$ cat src/rtl/ram_protocol_monitor.sv
// ram_protocol_monitor
//   Protocol monitor for the SPI-slave single-port RAM command interface.
//   It watches rx_valid/din/tx_valid/dout and follows the sequence
//   write-address -> write-data and read-address -> read-data -> response.
//   It reports violations as registered, coded one-cycle error pulses and
//   keeps saturating statistics counters.
//
//   Optional feature macro: MON_DOUT_CHECK_EN
//     When defined, a shadow copy of the RAM (with per-entry valid bits)
//     checks returned read data and reports code 7 on a mismatch.
//
//   Error codes (priority 8 > 7 > 5 > 4 > 3 > 6 > 2 > 1):
//     1 NO_WADDR  2 NO_RADDR  3 RD_TIMEOUT  4 SPUR_TX
//     5 TX_LONG   6 OVERLAP   7 DATA_MISMATCH  8 RST_OUT
//
// Ports:
//   clk        in   clock, all logic on the rising edge
//   rst        in   synchronous active-high reset
//   rx_valid   in   command/data valid into the RAM
//   din        in   {command[1:0], payload[DATA_W-1:0]}
//   tx_valid   in   RAM read-data valid
//   dout       in   RAM read data
//   err_valid  out  one-cycle error pulse
//   err_code   out  error code, 0 whenever err_valid is 0
//   err_sticky out  set on any error, cleared only by rst
//   wr_count   out  completed write-data commands (saturating)
//   rd_count   out  completed reads (saturating)
//   err_count  out  cycles with an error (saturating)
//   busy       out  monitor state is not IDLE
module ram_protocol_monitor #(
  parameter int DATA_W       = 8,
  parameter int MAX_READ_LAT = 2,
  parameter int CNT_W        = 16
) (
  input  logic              clk,
  input  logic              rst,
  input  logic              rx_valid,
  input  logic [DATA_W+1:0] din,
  input  logic              tx_valid,
  input  logic [DATA_W-1:0] dout,
  output logic              err_valid,
  output logic [3:0]        err_code,
  output logic              err_sticky,
  output logic [CNT_W-1:0]  wr_count,
  output logic [CNT_W-1:0]  rd_count,
  output logic [CNT_W-1:0]  err_count,
  output logic              busy
);

  localparam int TMR_W = $clog2(MAX_READ_LAT + 1);
  // Timer value seen in the last legal response cycle (T+MAX_READ_LAT).
  localparam logic [TMR_W-1:0] TMR_LAST = TMR_W'(MAX_READ_LAT - 1);

  localparam logic [1:0] CMD_WADDR = 2'b00;
  localparam logic [1:0] CMD_WDATA = 2'b01;
  localparam logic [1:0] CMD_RADDR = 2'b10;
  localparam logic [1:0] CMD_RDATA = 2'b11;

  localparam logic [3:0] ERR_NONE       = 4'd0;
  localparam logic [3:0] ERR_NO_WADDR   = 4'd1;
  localparam logic [3:0] ERR_NO_RADDR   = 4'd2;
  localparam logic [3:0] ERR_RD_TIMEOUT = 4'd3;
  localparam logic [3:0] ERR_SPUR_TX    = 4'd4;
  localparam logic [3:0] ERR_TX_LONG    = 4'd5;
  localparam logic [3:0] ERR_OVERLAP    = 4'd6;
  localparam logic [3:0] ERR_MISMATCH   = 4'd7;
  localparam logic [3:0] ERR_RST_OUT    = 4'd8;

  typedef enum logic [1:0] {
    ST_IDLE     = 2'd0,
    ST_WR_ARMED = 2'd1,
    ST_RD_ARMED = 2'd2,
    ST_RD_WAIT  = 2'd3
  } state_t;

  // Flags are ordered {rst_out, mismatch, tx_long, spur_tx, timeout,
  // overlap, no_raddr, no_waddr}, i.e. highest priority in the MSB.
  function automatic logic [3:0] pick_code(input logic [7:0] flags);
    logic [3:0] code;
    code = ERR_NONE;
    if (flags[7])      code = ERR_RST_OUT;
    else if (flags[6]) code = ERR_MISMATCH;
    else if (flags[5]) code = ERR_TX_LONG;
    else if (flags[4]) code = ERR_SPUR_TX;
    else if (flags[3]) code = ERR_RD_TIMEOUT;
    else if (flags[2]) code = ERR_OVERLAP;
    else if (flags[1]) code = ERR_NO_RADDR;
    else if (flags[0]) code = ERR_NO_WADDR;
    else               code = ERR_NONE;
    return code;
  endfunction

  function automatic logic [CNT_W-1:0] sat_inc(input logic [CNT_W-1:0] v);
    return (&v) ? v : v + CNT_W'(1);
  endfunction

  state_t            state_r;
  state_t            hold_state_s;   // next state if no command is processed
  state_t            base_state_s;   // state the command is decoded against
  state_t            cmd_state_s;    // next state produced by the command
  state_t            state_nxt_s;
  logic [TMR_W-1:0]  timer_r;
  logic [TMR_W-1:0]  timer_nxt_s;
  logic              prev_tx_r;
  logic              rst_seen_r;
  logic              err_valid_r;
  logic [3:0]        err_code_r;
  logic              err_sticky_r;
  logic [CNT_W-1:0]  wr_count_r;
  logic [CNT_W-1:0]  rd_count_r;
  logic [CNT_W-1:0]  err_count_r;
  logic              busy_r;

  logic [1:0]        cmd_s;
  logic              cmd_en_s;
  logic              cmd_wr_s;
  logic              cmd_no_waddr_s;
  logic              cmd_no_raddr_s;
  logic              wr_inc_s;
  logic              rd_inc_s;
  logic              data_bad_s;
  logic              e_timeout_s;
  logic              e_overlap_s;
  logic              e_mismatch_s;
  logic              e_spur_tx_s;
  logic              e_tx_long_s;
  logic              e_rst_out_s;
  logic [7:0]        flags_s;
  logic [3:0]        code_s;
  logic              any_err_s;

  assign cmd_s = din[DATA_W+1:DATA_W];

`ifdef MON_DOUT_CHECK_EN
  logic [DATA_W-1:0]        wr_addr_r;
  logic [DATA_W-1:0]        rd_addr_r;
  logic [DATA_W-1:0]        shadow_mem_r [0:(1<<DATA_W)-1];
  logic [(1<<DATA_W)-1:0]   shadow_vld_r;

  // Address latches and shadow valid bits.
  always_ff @(posedge clk) begin
    if (rst) begin
      wr_addr_r    <= '0;
      rd_addr_r    <= '0;
      shadow_vld_r <= '0;
    end else begin
      if (cmd_en_s && (cmd_s == CMD_WADDR)) wr_addr_r <= din[DATA_W-1:0];
      if (cmd_en_s && (cmd_s == CMD_RADDR)) rd_addr_r <= din[DATA_W-1:0];
      if (wr_inc_s) shadow_vld_r[wr_addr_r] <= 1'b1;
    end
  end

  // Shadow data storage, meaningful only where the valid bit is set.
  always_ff @(posedge clk) begin
    if (!rst && wr_inc_s) shadow_mem_r[wr_addr_r] <= din[DATA_W-1:0];
  end

  // The completing read is checked against the address latched before it.
  assign data_bad_s = shadow_vld_r[rd_addr_r] && (dout != shadow_mem_r[rd_addr_r]);
`else
  logic payload_unused_s;
  assign payload_unused_s = ^din[DATA_W-1:0];
  assign data_bad_s       = 1'b0;
`endif

  // Read-wait handling: response, timeout and overlap before command decode.
  always_comb begin
    hold_state_s = state_r;
    base_state_s = state_r;
    timer_nxt_s  = '0;
    cmd_en_s     = 1'b0;
    rd_inc_s     = 1'b0;
    e_timeout_s  = 1'b0;
    e_overlap_s  = 1'b0;
    e_mismatch_s = 1'b0;
    if (state_r == ST_RD_WAIT) begin
      if (tx_valid) begin
        // Read completes; a same-cycle command is then decoded as from IDLE.
        rd_inc_s     = 1'b1;
        e_mismatch_s = data_bad_s;
        hold_state_s = ST_IDLE;
        base_state_s = ST_IDLE;
        cmd_en_s     = rx_valid;
      end else if (timer_r == TMR_LAST) begin
        e_timeout_s  = 1'b1;
        e_overlap_s  = rx_valid;
        hold_state_s = ST_IDLE;
      end else begin
        timer_nxt_s  = timer_r + TMR_W'(1);
        e_overlap_s  = rx_valid;
      end
    end else begin
      cmd_en_s = rx_valid;
    end
  end

  // Command decode against the effective current state.
  always_comb begin
    cmd_state_s    = base_state_s;
    cmd_wr_s       = 1'b0;
    cmd_no_waddr_s = 1'b0;
    cmd_no_raddr_s = 1'b0;
    case (cmd_s)
      CMD_WADDR: cmd_state_s = ST_WR_ARMED;
      CMD_WDATA: begin
        if (base_state_s == ST_WR_ARMED) begin
          cmd_state_s = ST_IDLE;
          cmd_wr_s    = 1'b1;
        end else begin
          cmd_no_waddr_s = 1'b1;
        end
      end
      CMD_RADDR: cmd_state_s = ST_RD_ARMED;
      CMD_RDATA: begin
        if (base_state_s == ST_RD_ARMED) begin
          cmd_state_s = ST_RD_WAIT;
        end else begin
          cmd_no_raddr_s = 1'b1;
        end
      end
      default: cmd_state_s = base_state_s;
    endcase
  end

  // Timer leaves the read-wait handling as 0 whenever RD_WAIT is entered.
  assign state_nxt_s = cmd_en_s ? cmd_state_s : hold_state_s;
  assign wr_inc_s    = cmd_en_s & cmd_wr_s;

  // tx_valid checks; a second consecutive tx_valid is TX_LONG, not SPUR_TX.
  assign e_tx_long_s = tx_valid & prev_tx_r;
  assign e_spur_tx_s = tx_valid & (state_r != ST_RD_WAIT) & ~prev_tx_r;
  assign e_rst_out_s = rst_seen_r & (tx_valid | (dout != '0));

  assign flags_s   = {e_rst_out_s, e_mismatch_s, e_tx_long_s, e_spur_tx_s,
                      e_timeout_s, e_overlap_s,
                      cmd_en_s & cmd_no_raddr_s, cmd_en_s & cmd_no_waddr_s};
  assign code_s    = pick_code(flags_s);
  assign any_err_s = |flags_s;

  // State, timer, history flags, error report and statistics registers.
  always_ff @(posedge clk) begin
    if (rst) begin
      state_r      <= ST_IDLE;
      timer_r      <= '0;
      prev_tx_r    <= 1'b0;
      rst_seen_r   <= 1'b1;
      err_valid_r  <= 1'b0;
      err_code_r   <= ERR_NONE;
      err_sticky_r <= 1'b0;
      wr_count_r   <= '0;
      rd_count_r   <= '0;
      err_count_r  <= '0;
      busy_r       <= 1'b0;
    end else begin
      state_r     <= state_nxt_s;
      timer_r     <= timer_nxt_s;
      prev_tx_r   <= tx_valid;
      rst_seen_r  <= 1'b0;
      err_valid_r <= any_err_s;
      err_code_r  <= code_s;
      busy_r      <= (state_nxt_s != ST_IDLE);
      if (any_err_s) begin
        err_sticky_r <= 1'b1;
        err_count_r  <= sat_inc(err_count_r);
      end
      if (wr_inc_s) wr_count_r <= sat_inc(wr_count_r);
      if (rd_inc_s) rd_count_r <= sat_inc(rd_count_r);
    end
  end

  assign err_valid  = err_valid_r;
  assign err_code   = err_code_r;
  assign err_sticky = err_sticky_r;
  assign wr_count   = wr_count_r;
  assign rd_count   = rd_count_r;
  assign err_count  = err_count_r;
  assign busy       = busy_r;

endmodule

$ cat config.mk
export PLATFORM = sky130hd
export DESIGN_NAME = ram_protocol_monitor
export DESIGN_NICKNAME = d
export VERILOG_FILES = /design/src/rtl/ram_protocol_monitor.sv
export SDC_FILE = /design/constraint.sdc
export NUM_CORES = 1
export LEC_CHECK = 0
export ABC_AREA = 1
export BUFFER_PORTS_ARGS = -buffer_cell sky130_fd_sc_hd__buf_2
export CAP_MARGIN = 40
export CORE_MARGIN = 5
export CORE_UTILIZATION = 49
export DETAILED_ROUTE_END_ITERATION = 7
export PLACE_DENSITY = 0.75
export SLEW_MARGIN = 20
export SYNTH_ARGS = -nofsm -noshare
export SYNTH_HDL_FRONTEND = slang
export SYNTH_SLANG_ARGS = --single-unit
$ cat constraint.sdc
create_clock -name clk -period 1.5 [get_ports clk]
set_clock_uncertainty 0.05 [all_clocks]
set_input_delay 0.375 -clock clk [delete_from_list [all_inputs] [get_ports clk]]
set_output_delay 0.375 -clock clk [all_outputs]
set_load 0.05 [all_outputs]
# ---- Word-level counts from Yosys, hierarchy flattened
# Index checks and enable logic that the tools add are counted.
dict set report op_classes {
  add_sub_neg 4
  shifts 0
  mux 32
  multipliers 0
  n_lt_le_gt_ge 0
  n_bitwise 13
  reduce_logical 12
  eq_ne 8
  n_div 0
}
# operator n
set ops {}
lappend ops {{16-bit by 1-bit adder with 16-bit output, second input constant} 3}
lappend ops {{16-bit AND reduction} 3}
lappend ops {{2-bit two-way mux} 9}
lappend ops {{1-bit two-way mux} 17}
lappend ops {{3-bit two-way mux} 4}
lappend ops {{2-bit == test, second input constant} 4}
lappend ops {{2-bit case mux with 4 select lines} 1}
lappend ops {{8-bit nonzero test} 1}
lappend ops {{1-bit AND} 7}
lappend ops {{7-bit OR reduction} 1}
lappend ops {{2-bit by 1-bit == test with 1-bit output, second input constant} 3}
lappend ops {{2-bit AND reduction} 3}
lappend ops {{1-bit inverter} 5}
lappend ops {{4-bit two-way mux} 1}
lappend ops {{4-bit OR reduction} 1}
lappend ops {{2-bit by 1-bit adder with 2-bit output, second input constant} 1}
lappend ops {{2-bit zero test} 1}
lappend ops {{2-bit != test, second input constant} 1}
lappend ops {{2-bit nonzero test} 1}
lappend ops {{2-bit OR reduction} 1}
lappend ops {{1-bit OR} 1}
dict set report word_totals {
  output_inout_bits 55
  ramBits 0
  inputBits 22
  regBits 61
  memories 0
  romBits 0
  latch_bits 0
}

# ---- Depth between registers and ports, before layout
# Gate-level depths: netlist of the first run.
dict set report logic_depth {
  depth_word 13
  ltp_mapped 11
  mapped_depth_nobuf 11
}

# ---- Worst setup path after synthesis of the first run
# No wires, ideal clock.
dict set report synth_timing {
  path_kind {reg-to-reg}
  start {register rd_count_r[0] (netlist: rd_count[0])}
  end {register rd_count_r[11] (netlist: rd_count[11])}
  n_path_buf 2
  setup_slack_ps -569
  path_stages_with_launch 11
  arrival_time_ps 1902
  cell_sequence {dfxtp_1 ha_1 nand2_1 nor2_2 nand2_1 nor2_1 nor2_2 buf_6 buf_6 a21oi_1 nor2_1}
}
dict set report synth_between {
  elab_chain_cells 3
  elab_cells_between_ends 4
  cone_classes {add/sub (1); bitwise (1); reduce/logical (2)}
}
# element line
set synth_lines {}
lappend synth_lines {{start: declaration} 110} ;# logic [CNT_W-1:0] rd_count_r;
lappend synth_lines {{start signal: assignment} 267} ;# if (rd_inc_s) rd_count_r <= sat_inc(rd_count_r);
lappend synth_lines {{parallel branches: the longest is 3 deep, another holds 16-bit by 1-bit adder with 16-bit output} -}
# Parallel ways; which one is timed is not known.
# A chain may end at the register's enable or synchronous reset.

# ---- Worst setup path in the final report of the first run
dict set report layout_timing {
  start {register state_r[0]}
  end {register err_count_r[0] (netlist: err_count[0])}
}
dict set report layout_between {
  elab_chain_cells 8
  elab_cells_between_ends 19
  cone_classes {eq/ne (4); mux (9); bitwise (4); reduce/logical (2)}
}
# element line
set layout_lines {}
lappend layout_lines {{start: declaration} 97} ;# state_t state_r;
lappend layout_lines {{start signal: assignment} 255} ;# state_r <= state_nxt_s;
lappend layout_lines {{2-bit == test / 2-bit two-way mux (equally long branches)} {176, 177}}
lappend layout_lines {{2-bit two-way mux} 176} ;# if (state_r == ST_RD_WAIT) begin
lappend layout_lines {{2-bit by 1-bit == test with 1-bit output / 2-bit == test (equally long branches)} {206, 215}}
lappend layout_lines {{1-bit two-way mux, on equally long branches} {206, 215}}
lappend layout_lines {{1-bit two-way mux} 203} ;# case (cmd_s)
lappend layout_lines {{1-bit AND} 236} ;# cmd_en_s & cmd_no_raddr_s, cmd_en_s & cmd_no_waddr_s};
lappend layout_lines {{7-bit OR reduction *} 238} ;# assign any_err_s = |flags_s;
lappend layout_lines {{2-bit AND reduction (no line) *} -}
lappend layout_lines {{end signal: assignment} 264} ;# err_count_r <= sat_inc(err_count_r);
lappend layout_lines {{end: declaration} 111} ;# logic [CNT_W-1:0] err_count_r;
# Every way passes the cells marked *; elsewhere a longest branch is shown, timed or not.

==> out/metrics.csv, run 1 <==
metric,value,unit
status,"complete, but fails checks",
failing checks,negative setup slack,
synthesized net count,547,
Worst slew margin,0.777,
PwrDens,708,nW/um2
Ports,77,
average cell area after synthesis,6.56,um2
DR pass1 iterations,5,
Die Wd,93.5,um
cts hold-fix bufs,0,
gp weighted congestion,0.853,
"setup slack, reg-to-reg",-0.13,ns
post-route cell area,4870,um2
Max VDD drop,0.000487,V
timing endpoint of the critical path,err_count[0],
Crit Path Category,flip-flop to flip-flop,
CP Launch Type,flip-flop,
Worst-Skew Late Latency,0.34,ns
ant diodes,0,
final core utilization,0.716,
die area,8750,um2
placed cell area,4300,um2
grt ovf,0,
Max-Cap Viols,0,
vias in the first global route,3428,
die height,93.5,um
Switching Fraction,0.274,
initial antenna violation count,0,
Crit. Startpoint,state_r[0],
area grow syn2layout,42.4,%
Antenna Nets Post-Route,0,
Port-buffer cells,68,
max-slew violation count,0,
Int Pwr,2.50,mW
Sw Pwr,0.944,mW
DRC,0,
Seq pwr share,0.473,
Clock Power Share,0.412,
"Data required, critical path",1.68,ns
Setup crit end kind,flip-flop,
detailed placement HPWL,6.22,mm
TNS Setup,-2.13,ns
Critical Path Fanout Max,9,
number of nets in the layout,659,
first-pass GRT wire length,14.8,mm
Yosys cell types,33,
Inst Count DP,706,
vias per inst,5.06,
worst setup margin,-0.127,ns
largest net degree at the start of global routing,32,
"FF+latch count, synth",61,
Setup-failing EPs final,29,
routed vias,3717,
Period minus WS final,1.63,ns
Reg2Reg Launch Point,state_r[0],
Mapped Cells,521,
Starting DRT DRC Count,147,
CP arrival,1.81,ns
worst-margin pin slew,0.333,ns
fin cells,734,
Worst R2R End,err_count[0],
core area,6790,um2
detailed-route wire length per cell,12.7,um
Ys Warns,0,
clock buffer depth,2,
TritonCTS buffer count,9,
share of layout cells above drive strength 1,0.414,
"Seq/Total Area, Yosys",0.357,
RSZ-0062 raised after global routing,true,
GRT Total Usage,0.205,
Total Routed Length,9.32,mm
fmax,0.614,GHz
Std-Cell Rows,30,
Final Hold Fails,0,
H-tree depth,3,
Post-Syn Area,3420,um2
Worst Reg2Reg Path Length in Cells,10,
Tcrit/Tclk final,1.08,
clk slew on worst S/H paths,0.07,ns
TritonCTS clock tree,built,
worst hold slack,0.304,ns
HP Class,primary input to flip-flop,
Sink Count,61,
Initial Util,0.503,
Leakage,2.19,nW
Logic pwr share,0.115,
root buf cell,clkbuf_8,
worst max-delay path, cell delays in order (launching register included):
cell and delay, ns:
dfxtp_4 0.36, buf_4 0.13, inv_1 0.07, nand2_1 0.05, nand3_1 0.12, nor2_2 0.09, nor2_4 0.13, nand3_4 0.14
clkbuf_16 0.21, a21oi_2 0.12, nor2_1 0.05
timing repair:
action / in CTS / in global routing
setup buffers: 4 / 6
pin swaps: 9 / 12
gates resized for setup: 17 / 54
cloned: 0 / 2
endpoints found under the setup margin: 46 / 54
hold endpoints to repair: 0 / 0
area by class of cell:
class	count	area, um2
clock buffers	11	163
clock inverters	5	30.0
fillers	546	1930
inverters	56	215
multi-input cells	388	2160
flip-flops and latches	61	1350
well taps	96	120
repair buffers	117	822
cells by family after synthesis:
family | count (synthesis) | synth area share
xor gates and xnor gates | 15 | 0.0384
buffers and inverters | 72 | 0.0999
AOI/OAI and AO/OA | 58 | 0.0878
and+or+nand+nor | 311 | 0.402
DFF | 61 | 0.357
adders and majority gates | 4 | 0.0146
synthesized netlist by cell type (all sizes together):
cell type    n  share of area
xnor2        1         0.0026
o21bai       2         0.0044
nor2        94           0.11
xor2        14          0.036
dfxtp       61           0.36
buf         13          0.035
o21ai        9          0.013
and2         2         0.0037
nand3       41          0.078
or2          1         0.0018
nand2      150           0.17
clkbuf       3         0.0033
inv         56          0.061
a21oi       44          0.064
nor3        11          0.016
ha           4          0.015
nand3b       1         0.0022
nor3b        1         0.0022
a211oi       1         0.0022
o22ai        1         0.0018
nor4         1         0.0018
a31oi        1         0.0018
nand4        9          0.018
state kept, by name, summed over array words and instances (netlist names):
| name | count |
|---|---|
| err_sticky | 1 |
| wr_count | 16 |
| busy | 1 |
| rst_seen_r | 1 |
| prev_tx_r | 1 |
| err_valid | 1 |
| err_code | 4 |
| state_r | 2 |
| timer_r | 2 |
| err_count | 16 |
| rd_count | 16 |
worst min-delay path by stage:
stage	from	endpoint	slack (ns)	cells after the start
after floorplan	timer_r[0]	timer_r[0]	0.35	1
after global placement	timer_r[0]	timer_r[0]	0.36	1
after detailed placement	timer_r[0]	timer_r[0]	0.36	1
after CTS	rx_valid	err_code[2]	0.27	3
after global routing	rx_valid	err_code[2]	0.30	3
final	rx_valid	err_code[2]	0.30	3
through the flow:
stage | setup slack, ns | power [mW]
detailed placement | -0.166 | 2.01
floorplan | -0.134 | 1.90
finish | -0.127 | 3.44
CTS | -0.0244 | 3.44
global placement | -0.129 | 2.00
global route | -0.170 | 3.59
metal layers:
| metal | GRT usage | share of wire | wire, um | up-vias |
|---|---|---|---|---|
| met5 | 0 | 0 | 0 | - |
| met4 | 0.0830 | 0.017 | 155 | 0 |
| met3 | 0.0330 | 0.041 | 378 | 17 |
| met2 | 0.365 | 0.52 | 4820 | 81 |
| met1 | 0.245 | 0.43 | 3970 | 1743 |
| li1 | - | - | - | 1876 |
placed cells by master (no fill, tap or decap), types with 2 or more instances in the layout:
cell type    n
o21ai_2      2
clkbuf_4     3
and2_1       2
a21oi_1     27
clkbuf_16    3
nand4_1      8
buf_4       40
inv_4        2
nor3_1       7
nand2_1    138
ha_4         3
nor2_2       5
o21ai_0      5
nor2_4      11
xor2_1      13
nand2_2      8
nand3_2     14
inv_1       51
nand3_4      2
nor2_1      78
nand3_1     25
nor3_2       3
dfxtp_2     22
inv_2        4
clkbuf_8    10
nand2_4      4
clkinv_2     2
a21oi_2     17
buf_2       62
o21ai_1      2
buf_6        7
dfxtp_1     11
buf_12       3
dfxtp_4     28
power by group through the flow:
stage          combinational, mW  clock (mW)  sequential [mW]
3_5_place_dp               0.342           0             1.67
3_3_place_gp               0.334           0             1.66
2_1_floorplan              0.156           0             1.74
4_1_cts                    0.356        1.45             1.63
6_report                   0.396        1.42             1.63
5_1_grt                    0.427        1.53             1.63
(Power assumes the default switching activity.)
==> run 2: changes to the inputs <==
--- a/config.mk
+++ b/config.mk
@@ -8,6 +8,7 @@
 export ABC_AREA = 1
 export BUFFER_PORTS_ARGS = -buffer_cell sky130_fd_sc_hd__buf_2
 export CAP_MARGIN = 40
+export CORE_ASPECT_RATIO = 0.8
 export CORE_MARGIN = 5
 export CORE_UTILIZATION = 49
 export DETAILED_ROUTE_END_ITERATION = 7
==> run 2 against run 1 <==
The run still ends with negative setup slack left. Wire length grew 1.5%. Largest power group unchanged. Via count grew 1.9%. Count of clock-buffer cells in the layout grew 3. Flip-flop and latch count is the same. Highest routed layer unchanged. Die area grew 0.12%. Setup slack gained 0.077 ns. Critical path depth is the same. Utilization grew 1.4 points. Worst hold slack lost 0.024 ns.
==> out/metrics.csv, run 2 (synthesis results as in run 1) <==
metric,value,unit,change
clk slew on worst S/H paths,0.06,ns,was 0.07 ns
placed cell area,4330,um2,was 4300 um2
ant diodes,0,,unchanged
Critical Path Fanout Max,5,,was 9
TritonCTS buffer count,9,,unchanged
Hold Startpoint,rx_valid,,unchanged
Starting DRT DRC Count,167,,was 147
Setup crit end kind,flip-flop,,unchanged
RSZ-0062 raised after global routing,true,,unchanged
Worst slew margin,0.734,,was 0.777
hold path cells,3,,unchanged
grt ovf,0,,unchanged
fmax,0.645,GHz,was 0.614 GHz
Max VDD drop,0.000515,V,was 0.000487 V
Max-Cap Viols,0,,unchanged
die height,84.7,um,was 93.5 um
core area,6820,um2,was 6790 um2
CP Launch Type,flip-flop,,unchanged
Port-buffer cells,68,,unchanged
max-slew violation count,0,,unchanged
worst setup margin,-0.0501,ns,was -0.127 ns
Post-Place Worst Slack,-0.182,ns,was -0.166 ns
"most common cell after layout, fill and taps aside",nand2_1,,unchanged
Leakage,2.23,nW,was 2.19 nW
first-pass GRT wire length,15.1,mm,was 14.8 mm
root buf cell,clkbuf_8,,unchanged
vias in the first global route,3466,,was 3428
largest net degree at the start of global routing,27,,was 32
GRT Total Usage,0.211,,was 0.205
post-route cell area,4980,um2,was 4870 um2
final core utilization,0.730,,was 0.716
initial antenna violation count,0,,unchanged
status,"complete, but fails checks",,unchanged
vias per inst,5.16,,was 5.06
failing checks,negative setup slack,,unchanged
total power draw,3.41,mW,was 3.44 mW
Worst-Skew Late Latency,0.34,ns,about the same
Reg2Reg Launch Point,state_r[0],,unchanged
HP Class,primary input to flip-flop,,unchanged
TritonCTS clock tree,built,,unchanged
gp weighted congestion,0.928,,was 0.853
number of nets in the layout,668,,was 659
Ports,77,,unchanged
TNS Setup,-0.222,ns,was -2.13 ns
H-tree depth,3,,unchanged
most frequent cells in the layout,"133 x nand2_1, 71 x nor2_1, 58 x buf_2",,"was 138 x nand2_1, 78 x nor2_1, 62 x buf_2"
DR pass1 iterations,5,,unchanged
Total Routed Length,9.46,mm,was 9.32 mm
CP arrival,1.73,ns,was 1.81 ns
Crit Path Category,flip-flop to flip-flop,,unchanged
Sink Count,61,,unchanged
Inst Count DP,704,,was 706
Setup-failing EPs final,11,,was 29
fin cells,734,,unchanged
"Data required, critical path",1.68,ns,about the same
clock buffer depth,2,,unchanged
detailed-route wire length per cell,12.9,um,was 12.7 um
PwrDens,684,nW/um2,was 708 nW/um2
detailed placement HPWL,6.31,mm,was 6.22 mm
Tcrit/Tclk final,1.03,,was 1.08
Die Wd,103,um,was 93.5 um
DRC,0,,unchanged
worst hold slack,0.280,ns,was 0.304 ns
Initial Util,0.501,,was 0.503
share of layout cells above drive strength 1,0.450,,was 0.414
Period minus WS final,1.55,ns,was 1.63 ns
worst-margin pin slew,0.397,ns,was 0.333 ns
die area,8760,um2,was 8750 um2
Worst Reg2Reg Path Length in Cells,10,,unchanged
area grow syn2layout,45.7,%,was 42.4%
Crit. Startpoint,state_r[0],,unchanged
Std-Cell Rows,27,,was 30
Antenna Nets Post-Route,0,,unchanged
Final Hold Fails,0,,unchanged
routed vias,3788,,was 3717
## run 2: repair_timing
action / in CTS / in global routing
gates resized for setup: 31 / 77
setup buffers: 3 / 8
pin swaps: 8 / 25
setup endpoints to repair: 54 / 52
gates cloned: 0 / 3
hold buffers: 0 / 0
## run 2: final timing paths
path                                     to  slack (ns)
worst max-delay path                   busy       -0.05
worst min-delay path            err_code[2]        0.28
worst max register to register         busy       -0.05
worst min register to register   timer_r[0]        0.38
## run 2: critical path, cell delays in order, from the launching register on
cell,delay [ns]
dfxtp_2,0.36
nand2_4,0.09
nor2_4,0.14
nor2_4,0.05
buf_4,0.12
buf_4,0.12
buf_4,0.12
o21ai_0,0.11
o22ai_1,0.11
nand2_1,0.10
nand2_1,0.05
## run 2: where the power goes
group | internal [mW] | switching, mW
clock network | 0.769 | 0.619
logic | 0.150 | 0.240
registers | 1.60 | 0.0249
## run 2: layout make-up
class / instances / area [um2]
Multi-Input combinational cell: 389 / 2270
Fill cell: 542 / 1840
Sequential cell: 61 / 1360
Timing Repair Buffer: 125 / 848
Inverter: 56 / 223
Clock buffer: 14 / 143
Tap cell: 87 / 109
Clock inverter: 2 / 35.0
## run 2: per-layer routing
metal / vias to the layer above / part of all wire / track usage
li1: 1896 / - / -
met1: 1745 / 0.42 / 0.266
met2: 133 / 0.49 / 0.345
met3: 14 / 0.072 / 0.0689
met4: 0 / 0.013 / 0.0494
met5: - / 0 / 0
==> run 3: changes to the inputs <==
--- a/config.mk
+++ b/config.mk
@@ -8,11 +8,12 @@
 export ABC_AREA = 1
 export BUFFER_PORTS_ARGS = -buffer_cell sky130_fd_sc_hd__buf_2
 export CAP_MARGIN = 40
-export CORE_ASPECT_RATIO = 0.8
+export CORE_ASPECT_RATIO = 0.6
 export CORE_MARGIN = 5
 export CORE_UTILIZATION = 49
 export DETAILED_ROUTE_END_ITERATION = 7
 export PLACE_DENSITY = 0.75
+export SETUP_SLACK_MARGIN = 0.4
 export SLEW_MARGIN = 20
 export SYNTH_ARGS = -nofsm -noshare
 export SYNTH_HDL_FRONTEND = slang
==> run 3 against run 2 <==
The run still ends with negative setup slack left. Global-route usage rose by 6.8 points. Flip-flop and latch count is the same. Count of clock-buffer cells in the layout unchanged. Critical path depth fell by 1. Setup slack worse by 0.23 ns. Final area up 32%. Die area grew 0.50%. Fmax down 13%. Register-to-register slack worse by 0.23 ns. Critical path type unchanged. Largest cell class unchanged.
==> out/metrics.csv, run 3 (synthesis results as in run 1) <==
metric,value,unit,change
status,"complete, but fails checks",,unchanged
failing checks,negative setup slack,,unchanged
"Data required, critical path",1.68,ns,about the same
Antenna Nets Post-Route,0,,unchanged
FF/Latch Area,1390,um2,was 1360 um2
worst setup margin,-0.281,ns,was -0.0501 ns
Crit Path Category,flip-flop to flip-flop,,unchanged
initial antenna violation count,0,,unchanged
fmax,0.561,GHz,was 0.645 GHz
TNS Setup,-7.42,ns,was -0.222 ns
core area,6730,um2,was 6820 um2
Worst Reg2Reg Path Length in Cells,9,,was 10
PwrDens,641,nW/um2,was 684 nW/um2
Reg2Reg Launch Point,rd_count[7],,was state_r[0]
Critical Path Fanout Max,5,,unchanged
grt ovf,0,,unchanged
share of layout cells above drive strength 1,0.607,,was 0.450
worst-margin pin slew,0.758,ns,was 0.397 ns
vias in the first global route,4246,,was 3466
H-tree depth,3,,unchanged
die height,74.7,um,was 84.7 um
Initial Util,0.508,,was 0.501
Inst Count DP,708,,was 704
Setup-failing EPs final,53,,was 11
GRT Total Usage,0.279,,was 0.211
hold path cells,3,,unchanged
largest net degree at the start of global routing,27,,unchanged
Worst slew margin,0.490,,was 0.734
clk slew on worst S/H paths,0.06,ns,about the same
clock buffer depth,2,,unchanged
number of nets in the layout,719,,was 668
total power draw,4.22,mW,was 3.41 mW
TritonCTS buffer count,9,,unchanged
area grow syn2layout,92.3,%,was 45.7%
Std-Cell Rows,23,,was 27
Ports,77,,unchanged
"most common cell after layout, fill and taps aside",nand2_1,,unchanged
DR pass1 iterations,6,,was 5
CP arrival,1.96,ns,was 1.73 ns
Max-Cap Viols,0,,unchanged
Fillers,103,,was 542
Tcrit/Tclk final,1.19,,was 1.03
Final Hold Fails,0,,unchanged
die area,8800,um2,was 8760 um2
Total Routed Length,19.3,mm,was 9.46 mm
CP Launch Type,flip-flop,,unchanged
Multi-input gate area,2680,um2,was 2270 um2
vias per inst,6.54,,was 5.16
Hold Startpoint,rx_valid,,unchanged
detailed-route wire length per cell,24.5,um,was 12.9 um
max-slew violation count,0,,unchanged
cts hold-fix bufs,0,,unchanged
Hold Crit Endpoint,err_code[2],,unchanged
RSZ-0062 raised after global routing,true,,unchanged
gp weighted congestion,0.854,,was 0.928
Leakage,2.86,nW,was 2.23 nW
most frequent cells in the layout,"108 x nand2_1, 68 x buf_4, 61 x nor2_1",,"was 133 x nand2_1, 71 x nor2_1, 58 x buf_2"
routed vias,5132,,was 3788
Worst-Skew Late Latency,0.35,ns,was 0.34 ns
root buf cell,clkbuf_16,,was clkbuf_8
ant diodes,0,,unchanged
worst hold slack,0.314,ns,was 0.280 ns
fin cells,785,,was 734
Period minus WS final,1.78,ns,was 1.55 ns
DRC,0,,unchanged
"setup slack, reg-to-reg",-0.28,ns,was -0.05 ns
Starting DRT DRC Count,837,,was 167
TritonCTS clock tree,built,,unchanged
detailed placement HPWL,6.83,mm,was 6.31 mm
Port-buffer cells,68,,unchanged
Sink Count,61,,unchanged
Post-Place Worst Slack,-0.152,ns,was -0.182 ns
Worst R2R End,rd_count[12],,was busy
Max VDD drop,0.00105,V,was 0.000515 V
first-pass GRT wire length,19.8,mm,was 15.1 mm
Setup crit end kind,flip-flop,,unchanged
HP Class,primary input to flip-flop,,unchanged
Die Wd,118,um,was 103 um
run 3: final cells by class:
type | instances | share of cell area
multi-input cells | 389 | 0.408
repair buffers | 176 | 0.287
flip-flops and latches | 61 | 0.212
clock buffers | 14 | 0.0402
inverters | 56 | 0.0346
well taps | 87 | 0.0166
clock inverters | 2 | 0.00152
run 3: worst max-delay path, stage by stage (launching register included):
cell	delay [ns]
dfxtp_2	0.35
buf_6	0.13
nand2_1	0.13
nor3_1	0.25
buf_4	0.20
nand2_1	0.06
nor2_1	0.15
nand2_2	0.10
nor2_1	0.15
nor2_1	0.07
run 3: what timing repair did:
item,CTS,global route
pin swaps,18,40
setup endpoints to repair,113,113
gates cloned,1,3
buffers inserted,33,24
endpoints found under the hold margin,0,0
resized for setup,246,132
run 3: how the worst max path moves through the flow:
stage | startpoint | end | slack (ns)
after global routing | rd_count[5] | rd_count[15] | -0.42
after CTS | timer_r[1] | err_count[5] | -0.009
after floorplan | rd_count[0] | rd_count[11] | -0.13
after global placement | tx_valid | wr_count[8] | -0.12
after detailed placement | tx_valid | wr_count[8] | -0.15
final | rd_count[7] | rd_count[12] | -0.28
run 3: routing by layer:
layer	part of all wire	track usage
met3	0.12	0.0841
met4	0.10	0.125
met5	0	0
met1	0.34	0.314
met2	0.44	0.503
run 3: power by group:
group / total (mW) / internal, mW / leakage, nW / switching, mW
logic: 0.613 / 0.254 / 2.18 / 0.359
clock network: 1.97 / 1.20 / 0.137 / 0.770
registers: 1.63 / 1.59 / 0.534 / 0.0400
total: 4.22 / 3.05 / 2.86 / 1.17
run 3: per-stage QoR:
stage                util  instance area, um2
CTS                 0.871                5870
global route        0.976                6570
detailed placement  0.669                4500
floorplan               -                3810
global placement    0.669                4500
finish              0.976                6570
